### src/rtl/vga_timing_if.sv
// rtl/vga_timing_if.sv - raster coordinates and strobes; frame_start/frame_cnt only with VGA_TIMING_FRAME_CNT_EN
interface vga_timing_if;
  logic [10:0] hcount;
  logic [10:0] vcount;
  logic        hsync;
  logic        vsync;
  logic        hblnk;
  logic        vblnk;
`ifdef VGA_TIMING_FRAME_CNT_EN
  logic        frame_start;
  logic [15:0] frame_cnt;

  modport master (output hcount, vcount, hsync, vsync, hblnk, vblnk, frame_start, frame_cnt);
  modport slave  (input  hcount, vcount, hsync, vsync, hblnk, vblnk, frame_start, frame_cnt);
`else
  modport master (output hcount, vcount, hsync, vsync, hblnk, vblnk);
  modport slave  (input  hcount, vcount, hsync, vsync, hblnk, vblnk);
`endif
endinterface

### src/rtl/vga_timing.sv
// rtl/vga_timing.sv - free-running raster timing generator; optional frame pulse/counter under VGA_TIMING_FRAME_CNT_EN
module vga_timing #(
  parameter int H_ACTIVE = 800,
  parameter int H_FP     = 40,
  parameter int H_SYNC   = 128,
  parameter int H_BP     = 88,
  parameter int V_ACTIVE = 600,
  parameter int V_FP     = 1,
  parameter int V_SYNC   = 4,
  parameter int V_BP     = 23
) (
  input  logic         pclk,
  input  logic         rst,
  vga_timing_if.master tim_o
);

  localparam int H_TOTAL = H_ACTIVE + H_FP + H_SYNC + H_BP;
  localparam int V_TOTAL = V_ACTIVE + V_FP + V_SYNC + V_BP;

  localparam logic [10:0] H_LAST       = 11'(H_TOTAL - 1);
  localparam logic [10:0] V_LAST       = 11'(V_TOTAL - 1);
  localparam logic [10:0] H_BLNK_START = 11'(H_ACTIVE);
  localparam logic [10:0] H_SYNC_START = 11'(H_ACTIVE + H_FP);
  localparam logic [10:0] H_SYNC_END   = 11'(H_ACTIVE + H_FP + H_SYNC - 1);
  localparam logic [10:0] V_BLNK_START = 11'(V_ACTIVE);
  localparam logic [10:0] V_SYNC_START = 11'(V_ACTIVE + V_FP);
  localparam logic [10:0] V_SYNC_END   = 11'(V_ACTIVE + V_FP + V_SYNC - 1);

  if (H_TOTAL > 2048 || V_TOTAL > 2048) begin : g_geometry_check
    $error("vga_timing: H_TOTAL and V_TOTAL must not exceed 2048");
  end

  logic [10:0] hcount_q, hcount_d;
  logic [10:0] vcount_q, vcount_d;
  logic        hsync_q, hsync_d;
  logic        vsync_q, vsync_d;
  logic        hblnk_q, hblnk_d;
  logic        vblnk_q, vblnk_d;

  // Strobes are decoded from the next count so they land in the same flop stage as the count.
  always_comb begin
    hcount_d = hcount_q + 11'd1;
    vcount_d = vcount_q;
    if (hcount_q == H_LAST) begin
      hcount_d = '0;
      if (vcount_q == V_LAST) begin
        vcount_d = '0;
      end else begin
        vcount_d = vcount_q + 11'd1;
      end
    end
    hblnk_d = (hcount_d >= H_BLNK_START);
    hsync_d = (hcount_d >= H_SYNC_START) && (hcount_d <= H_SYNC_END);
    vblnk_d = (vcount_d >= V_BLNK_START);
    vsync_d = (vcount_d >= V_SYNC_START) && (vcount_d <= V_SYNC_END);
  end

  always_ff @(posedge pclk or posedge rst) begin
    if (rst) begin
      hcount_q <= '0;
      vcount_q <= '0;
      hsync_q  <= 1'b0;
      vsync_q  <= 1'b0;
      hblnk_q  <= 1'b0;
      vblnk_q  <= 1'b0;
    end else begin
      hcount_q <= hcount_d;
      vcount_q <= vcount_d;
      hsync_q  <= hsync_d;
      vsync_q  <= vsync_d;
      hblnk_q  <= hblnk_d;
      vblnk_q  <= vblnk_d;
    end
  end

  assign tim_o.hcount = hcount_q;
  assign tim_o.vcount = vcount_q;
  assign tim_o.hsync  = hsync_q;
  assign tim_o.vsync  = vsync_q;
  assign tim_o.hblnk  = hblnk_q;
  assign tim_o.vblnk  = vblnk_q;

`ifdef VGA_TIMING_FRAME_CNT_EN
  logic        frame_start_q, frame_start_d;
  logic [15:0] frame_cnt_q, frame_cnt_d;

  // Reset state is (0,0) too, but the pulse only fires on a real wrap back to the origin.
  always_comb begin
    frame_start_d = (hcount_d == '0) && (vcount_d == '0);
    frame_cnt_d   = frame_cnt_q + {15'd0, frame_start_d};
  end

  always_ff @(posedge pclk or posedge rst) begin
    if (rst) begin
      frame_start_q <= 1'b0;
      frame_cnt_q   <= '0;
    end else begin
      frame_start_q <= frame_start_d;
      frame_cnt_q   <= frame_cnt_d;
    end
  end

  assign tim_o.frame_start = frame_start_q;
  assign tim_o.frame_cnt   = frame_cnt_q;
`endif

endmodule

### src/flat_wrapper.sv
// flat-port wrapper written by rule: the top's interface ports become plain ports
module vga_timing_flat 
#(
  parameter int H_ACTIVE = 800,
  parameter int H_FP     = 40,
  parameter int H_SYNC   = 128,
  parameter int H_BP     = 88,
  parameter int V_ACTIVE = 600,
  parameter int V_FP     = 1,
  parameter int V_SYNC   = 4,
  parameter int V_BP     = 23
)
  (pclk, rst, tim_o_hcount, tim_o_vcount, tim_o_hsync, tim_o_vsync, tim_o_hblnk, tim_o_vblnk);
  vga_timing_if tim_o_i ();
  input  logic pclk;
  input  logic rst;
  output wire logic [$bits(tim_o_i.hcount)-1:0] tim_o_hcount;
  output wire logic [$bits(tim_o_i.vcount)-1:0] tim_o_vcount;
  output wire logic [$bits(tim_o_i.hsync)-1:0] tim_o_hsync;
  output wire logic [$bits(tim_o_i.vsync)-1:0] tim_o_vsync;
  output wire logic [$bits(tim_o_i.hblnk)-1:0] tim_o_hblnk;
  output wire logic [$bits(tim_o_i.vblnk)-1:0] tim_o_vblnk;
  assign tim_o_hcount = tim_o_i.hcount;
  assign tim_o_vcount = tim_o_i.vcount;
  assign tim_o_hsync = tim_o_i.hsync;
  assign tim_o_vsync = tim_o_i.vsync;
  assign tim_o_hblnk = tim_o_i.hblnk;
  assign tim_o_vblnk = tim_o_i.vblnk;
  vga_timing #(.H_ACTIVE(H_ACTIVE), .H_FP(H_FP), .H_SYNC(H_SYNC), .H_BP(H_BP), .V_ACTIVE(V_ACTIVE), .V_FP(V_FP), .V_SYNC(V_SYNC), .V_BP(V_BP)) u_core (.pclk(pclk), .rst(rst), .tim_o(tim_o_i));
endmodule
### config.mk
export PLATFORM = sky130hd
export DESIGN_NAME = vga_timing_flat
export DESIGN_NICKNAME = d
export VERILOG_FILES = /design/src/rtl/vga_timing_if.sv /design/src/rtl/vga_timing.sv /design/src/flat_wrapper.sv
export SDC_FILE = /design/constraint.sdc
export NUM_CORES = 1
export LEC_CHECK = 0
export CAP_MARGIN = 5
export CORE_ASPECT_RATIO = 0.7
export CORE_MARGIN = 4
export CORE_UTILIZATION = 55
export CTS_CLUSTER_SIZE = 8
export DETAILED_ROUTE_END_ITERATION = 16
export MAX_ROUTING_LAYER = met4
export PLACE_DENSITY = 0.83
export REMOVE_ABC_BUFFERS = 1
export SLEW_MARGIN = 25
export SYNTH_ARGS = -nofsm -noshare
export SYNTH_HDL_FRONTEND = slang
export SYNTH_SLANG_ARGS = --single-unit
### constraint.sdc
create_clock -name pclk -period 5.65 [get_ports pclk]
set_input_delay 0.8475 -clock pclk [delete_from_list [all_inputs] [get_ports pclk]]
set_output_delay 0.8475 -clock pclk [all_outputs]
set_load 0.1 [all_outputs]
==> summary by stage <==
Timing
The max-slew violation count is 0. Setup total negative slack on the finished layout was measured at 0 ns. The part of the cycle the worst path needs is 52.57%. The final-report hold violation count is 0. Headroom to the max-slew limit came out at 34.19%. The number of setup violations in the final report is 0. The setup skew after layout is 0.003630 ns. The slew at the pin closest to its max-slew limit is 0.9841 ns. For this run, the top clock speed supported by timing is 0.3367 GHz. Setup repair after global routing left no endpoint under its margin. Counting I/O delays and the setup requirement, the final critical path takes 2.970 ns. The worst hold margin is 0.5375 ns.

Detailed routing
The via density per instance is 5.982. The detailed router finished its first iteration with 92 violations. The total via count after detailed routing is 1310. Summed over all layers, the routed wires come to 3466 µm. The routed wirelength normalized by instance count is 15.83 µm. Once detail routing completed, the nets flagged for antenna violations numbered 0. In the routed design, unresolved DRC markers number 0. The first detailed-routing pass ran for 4 iterations.

CTS
The number of buffers created by CTS is 3. The cell at the root of the clock tree is sky130_fd_sc_hd__clkbuf_8. TritonCTS built the clock tree. Once the clock tree was built, the setup fixing pass inserted 0 buffers. For this design, the CTS-stage hold fixing added 0 buffers. The clock tree buffer depth is 2.

The post-cts repair resize count is 0. The clock reaches the later pin of the worst-skew pair after 0.27 ns. The clock input transition at the sequential cells of the worst setup and hold paths is 0.09 ns.

CTS built an H-tree with a depth of 1. The tree built by TritonCTS fans out to 26 sinks.

Final layout
The final instance area is 0.001841 mm². The number of antenna diodes in the final layout is 0. Summing all multi-input logic gate instances after layout gives 803.3 µm². The number of nets in the finished design is 191. The final design utilization is 72.11%. The area of all sequential standard cells is 650.6 µm².

The layout has 198 filler cells. Cells with a size suffix above 1 make up 4.865% of the layout. The area growth from synthesis to layout is 21.07%.

Once layout is complete, the cells apart from fillers number 219.

Critical path
The longest individual stage delay on the worst path is 1.22 ns. The cell family contributing the most delay on the critical path is buffers and inverters. Walking the worst path, the cells encountered are clkdlybuf4s50_1. Along the worst path, the maximum fanout reaches 14.

The startpoint class of the critical path is a flip-flop. At the worst endpoint, the arrival time is 2.12 ns. The required time reported for the critical path endpoint is 4.80 ns.

The slack of the worst reg-to-reg path is 2.98 ns. Measured in cells, the most critical reg-to-reg path has a length of 7. The endpoint type of the worst setup path is an output port. In this run the number of cells on the critical path is 1. The sum of buffers and inverters on the critical path is 1.

Among all stages on the critical path, the largest delay is contributed by sky130_fd_sc_hd__clkdlybuf4s50_1. The launching point of the worst reg2reg path is u_core.tim_o.hcount[0]$_DFF_PP0_. The setup path with the least slack is of type reg2out. The critical register-to-register path endpoint is u_core.tim_o.vsync$_DFF_PP0_.

Pwr
The clock network fraction of design power is 38.6%. Of the total power, the share spent switching nets is 19.63%. The static leakage power is 0.0007908 µW. IR analysis of the VDD net gives a maximum drop of 0.0001737 V. In this run, flip-flops and latches consume 60.0% of the power. Power spread over the standard cell area amounts to 168.2 mW/mm². The logic gate share of total power is 1.4%.

The net switching power is 60.77 µW. The cell-internal power is 248.9 µW.

Floorplan
The area of the die is 0.003682 mm². The initial core utilization is 59.56%. In this run the horizontal extent of the chip is 70.84 µm. The floorplan step set the die height to 51.99 µm. The number of ports placed on the die boundary is 28. In this run the core area contains 15 standard-cell rows.

In this run the standard cell core region covers 0.002552 mm².

Synthesis
Sequential cells were found to cover 42.80% of the synthesized design area. The flip-flop and latch count after synthesis is 26. The cell count after synthesis is 163. The synthesis warning total is 0. A synthesized cell averages 9.326 µm².

The synthesized netlist occupies a cell area of 0.001520 mm². The number of different library cells used by synthesis comes to 41.

Flow run
The tool flagged a number of max-cap violations equal to 0.

Global route
The initial antenna violation count is 0. The number of global-route vias before repair is 1217. The met2 demand-to-capacity share in global routing is 31.23%.

The met3 track utilization from global routing is 6.178%. For this run, the total global-route usage over all layers was measured as 21.40%. The total congestion overflow after global routing is 0. The highest-utilization routing layer at the global route stage is met2. The first-pass GRT wire length is 5968 µm. For met1 alone, demand over resource in global routing was 28.73%. The maximum number of pins on one net before global-route repair is 27.

Hold path
The critical hold path startpoint is u_core.tim_o.hcount[0]$_DFF_PP0_. The class of the most critical hold timing path is reg2reg. Counting instances, the worst hold path has a depth of 1. The capture endpoint of the worst hold path is u_core.tim_o.hcount[0]$_DFF_PP0_.

Status
The run finished with clean final reports.

Placement
After detailed placement, the design holds a cell count of 215. The placed standard-cell area is 0.001785 mm². The total of buffers placed on input and output ports is 27. The half-perimeter wire length after placement is 2486 µm. The congestion estimate from routability-driven global placement came to 1.004.
## area by class of cell
class / instances / share of cell area (%)
multi-input combinational: 123 / 43.64
sequential: 26 / 35.35
timing repair buffer: 27 / 14.68
clock buffer: 4 / 2.991
tap: 34 / 2.311
inverter: 5 / 1.020
## state kept, by name, indices dropped and copies added, names as in the netlist
| name | count |
|---|---|
| u_core.tim_o.vsync | 1 |
| u_core.tim_o.hsync | 1 |
| u_core.tim_o.hcount | 11 |
| u_core.tim_o.vblnk | 1 |
| u_core.tim_o.hblnk | 1 |
| u_core.tim_o.vcount | 11 |
## synth_stat cells (all sizes together)
master / instances / area, µm²
nand2: 16 / 60.06
clkbuf: 5 / 18.77
xor2: 6 / 52.55
o22a: 2 / 17.52
nor3b: 1 / 7.510
nor4b: 1 / 8.760
dfrtp: 26 / 650.6
o41ai: 1 / 8.760
o211ai: 1 / 7.510
inv: 5 / 18.77
a22o: 3 / 26.28
and2: 3 / 18.77
buf: 4 / 28.78
a21o: 3 / 22.52
a31oi: 2 / 12.51
o31ai: 3 / 22.52
or4: 1 / 7.510
and4: 3 / 26.28
nand4: 8 / 50.05
xnor2: 8 / 70.07
o21ai: 6 / 30.03
o21bai: 1 / 7.510
nor4: 1 / 21.27
ha: 3 / 37.54
a2111oi: 1 / 15.01
and3: 7 / 43.79
nor2b: 4 / 25.02
o22ai: 1 / 6.260
nand2b: 1 / 6.260
nor2: 12 / 45.04
mux2: 1 / 11.26
a32oi: 1 / 8.760
a21oi: 6 / 30.03
nor3: 5 / 25.02
nand3b: 2 / 15.01
a22oi: 1 / 7.510
nand3: 7 / 40.04
nand4b: 1 / 8.760
## power groups by stage
stage / Clock, µW / Sequential [µW] / Combinational (µW)
floorplan: 0 / 190 / 2.76
global placement: 0 / 190 / 4.36
detailed placement: 0 / 190 / 4.41
CTS: 121 / 186 / 4.42
global route: 131 / 186 / 5.33
finish: 120 / 186 / 4.24
## routing by layer
metal  share of wire (%)  up-vias
li1                    -      629
met1                  45      612
met2                  45       65
met3                 9.4        4
met4                 1.2        0
met5                   0        -
## cells by family (layout without fill, tap and decap cells)
kind of cell / after synthesis / count (layout) / synth area share, %
buffers and inverters: 14 / 36 / 4.363
AOI/OAI and AO/OA: 32 / 32 / 14.65
DFF: 26 / 26 / 42.80
adders and majority gates: 3 / 3 / 2.469
muxes: 1 / 1 / 0.7407
xor gates and xnor gates: 14 / 14 / 8.066
and+or+nand+nor: 73 / 73 / 26.91
## worst max-delay path by stage
stage                                           from                            to
global placement    u_core.tim_o.vcount[2]$_DFF_PP0_               tim_o_vcount[2]
CTS                 u_core.tim_o.vcount[2]$_DFF_PP0_               tim_o_vcount[2]
floorplan           u_core.tim_o.hcount[0]$_DFF_PP0_  u_core.tim_o.vsync$_DFF_PP0_
global route        u_core.tim_o.vcount[2]$_DFF_PP0_               tim_o_vcount[2]
finish              u_core.tim_o.vcount[2]$_DFF_PP0_               tim_o_vcount[2]
detailed placement  u_core.tim_o.vcount[2]$_DFF_PP0_               tim_o_vcount[2]
## metrics by stage
step	setup slack [ns]	total power (µW)
2_1_floorplan	2.658	192.4
3_3_place_gp	3.045	194.0
3_5_place_dp	3.011	194.0
4_1_cts	2.705	310.9
5_1_grt	2.598	322.0
6_report	2.680	309.6
## placed cells by master, fill, tap and decap left out, drive strengths merged, types with 2 or more instances in the layout
| master | synthesis | layout |
|---|---|---|
| o22a | 2 | 2 |
| ha | 3 | 3 |
| xnor2 | 8 | 8 |
| nand3 | 7 | 7 |
| a21oi | 6 | 6 |
| nand3b | 2 | 2 |
| o31ai | 3 | 3 |
| nand2 | 16 | 16 |
| and3 | 7 | 7 |
| and2 | 3 | 3 |
| a21o | 3 | 3 |
| nor2b | 4 | 4 |
| clkbuf | 5 | 4 |
| a22o | 3 | 3 |
| xor2 | 6 | 6 |
| o21ai | 6 | 6 |
| nor2 | 12 | 12 |
| and4 | 3 | 3 |
| dfrtp | 26 | 26 |
| inv | 5 | 5 |
| nand4 | 8 | 8 |
| clkdlybuf4s50 | 0 | 27 |
| nor3 | 5 | 5 |
| a31oi | 2 | 2 |
## worst reg2reg max path: cells and delay by family (launching register included)
| family | cells | cell delay (ns) |
|---|---|---|
| and+or+nand+nor | 3 | 1.06 |
| xor gates and xnor gates | 1 | 0.35 |
| DFF | 1 | 0.43 |
| adders and majority gates | 1 | 0.28 |
| AOI/OAI and AO/OA | 2 | 0.44 |
(Power assumes the default switching activity.)
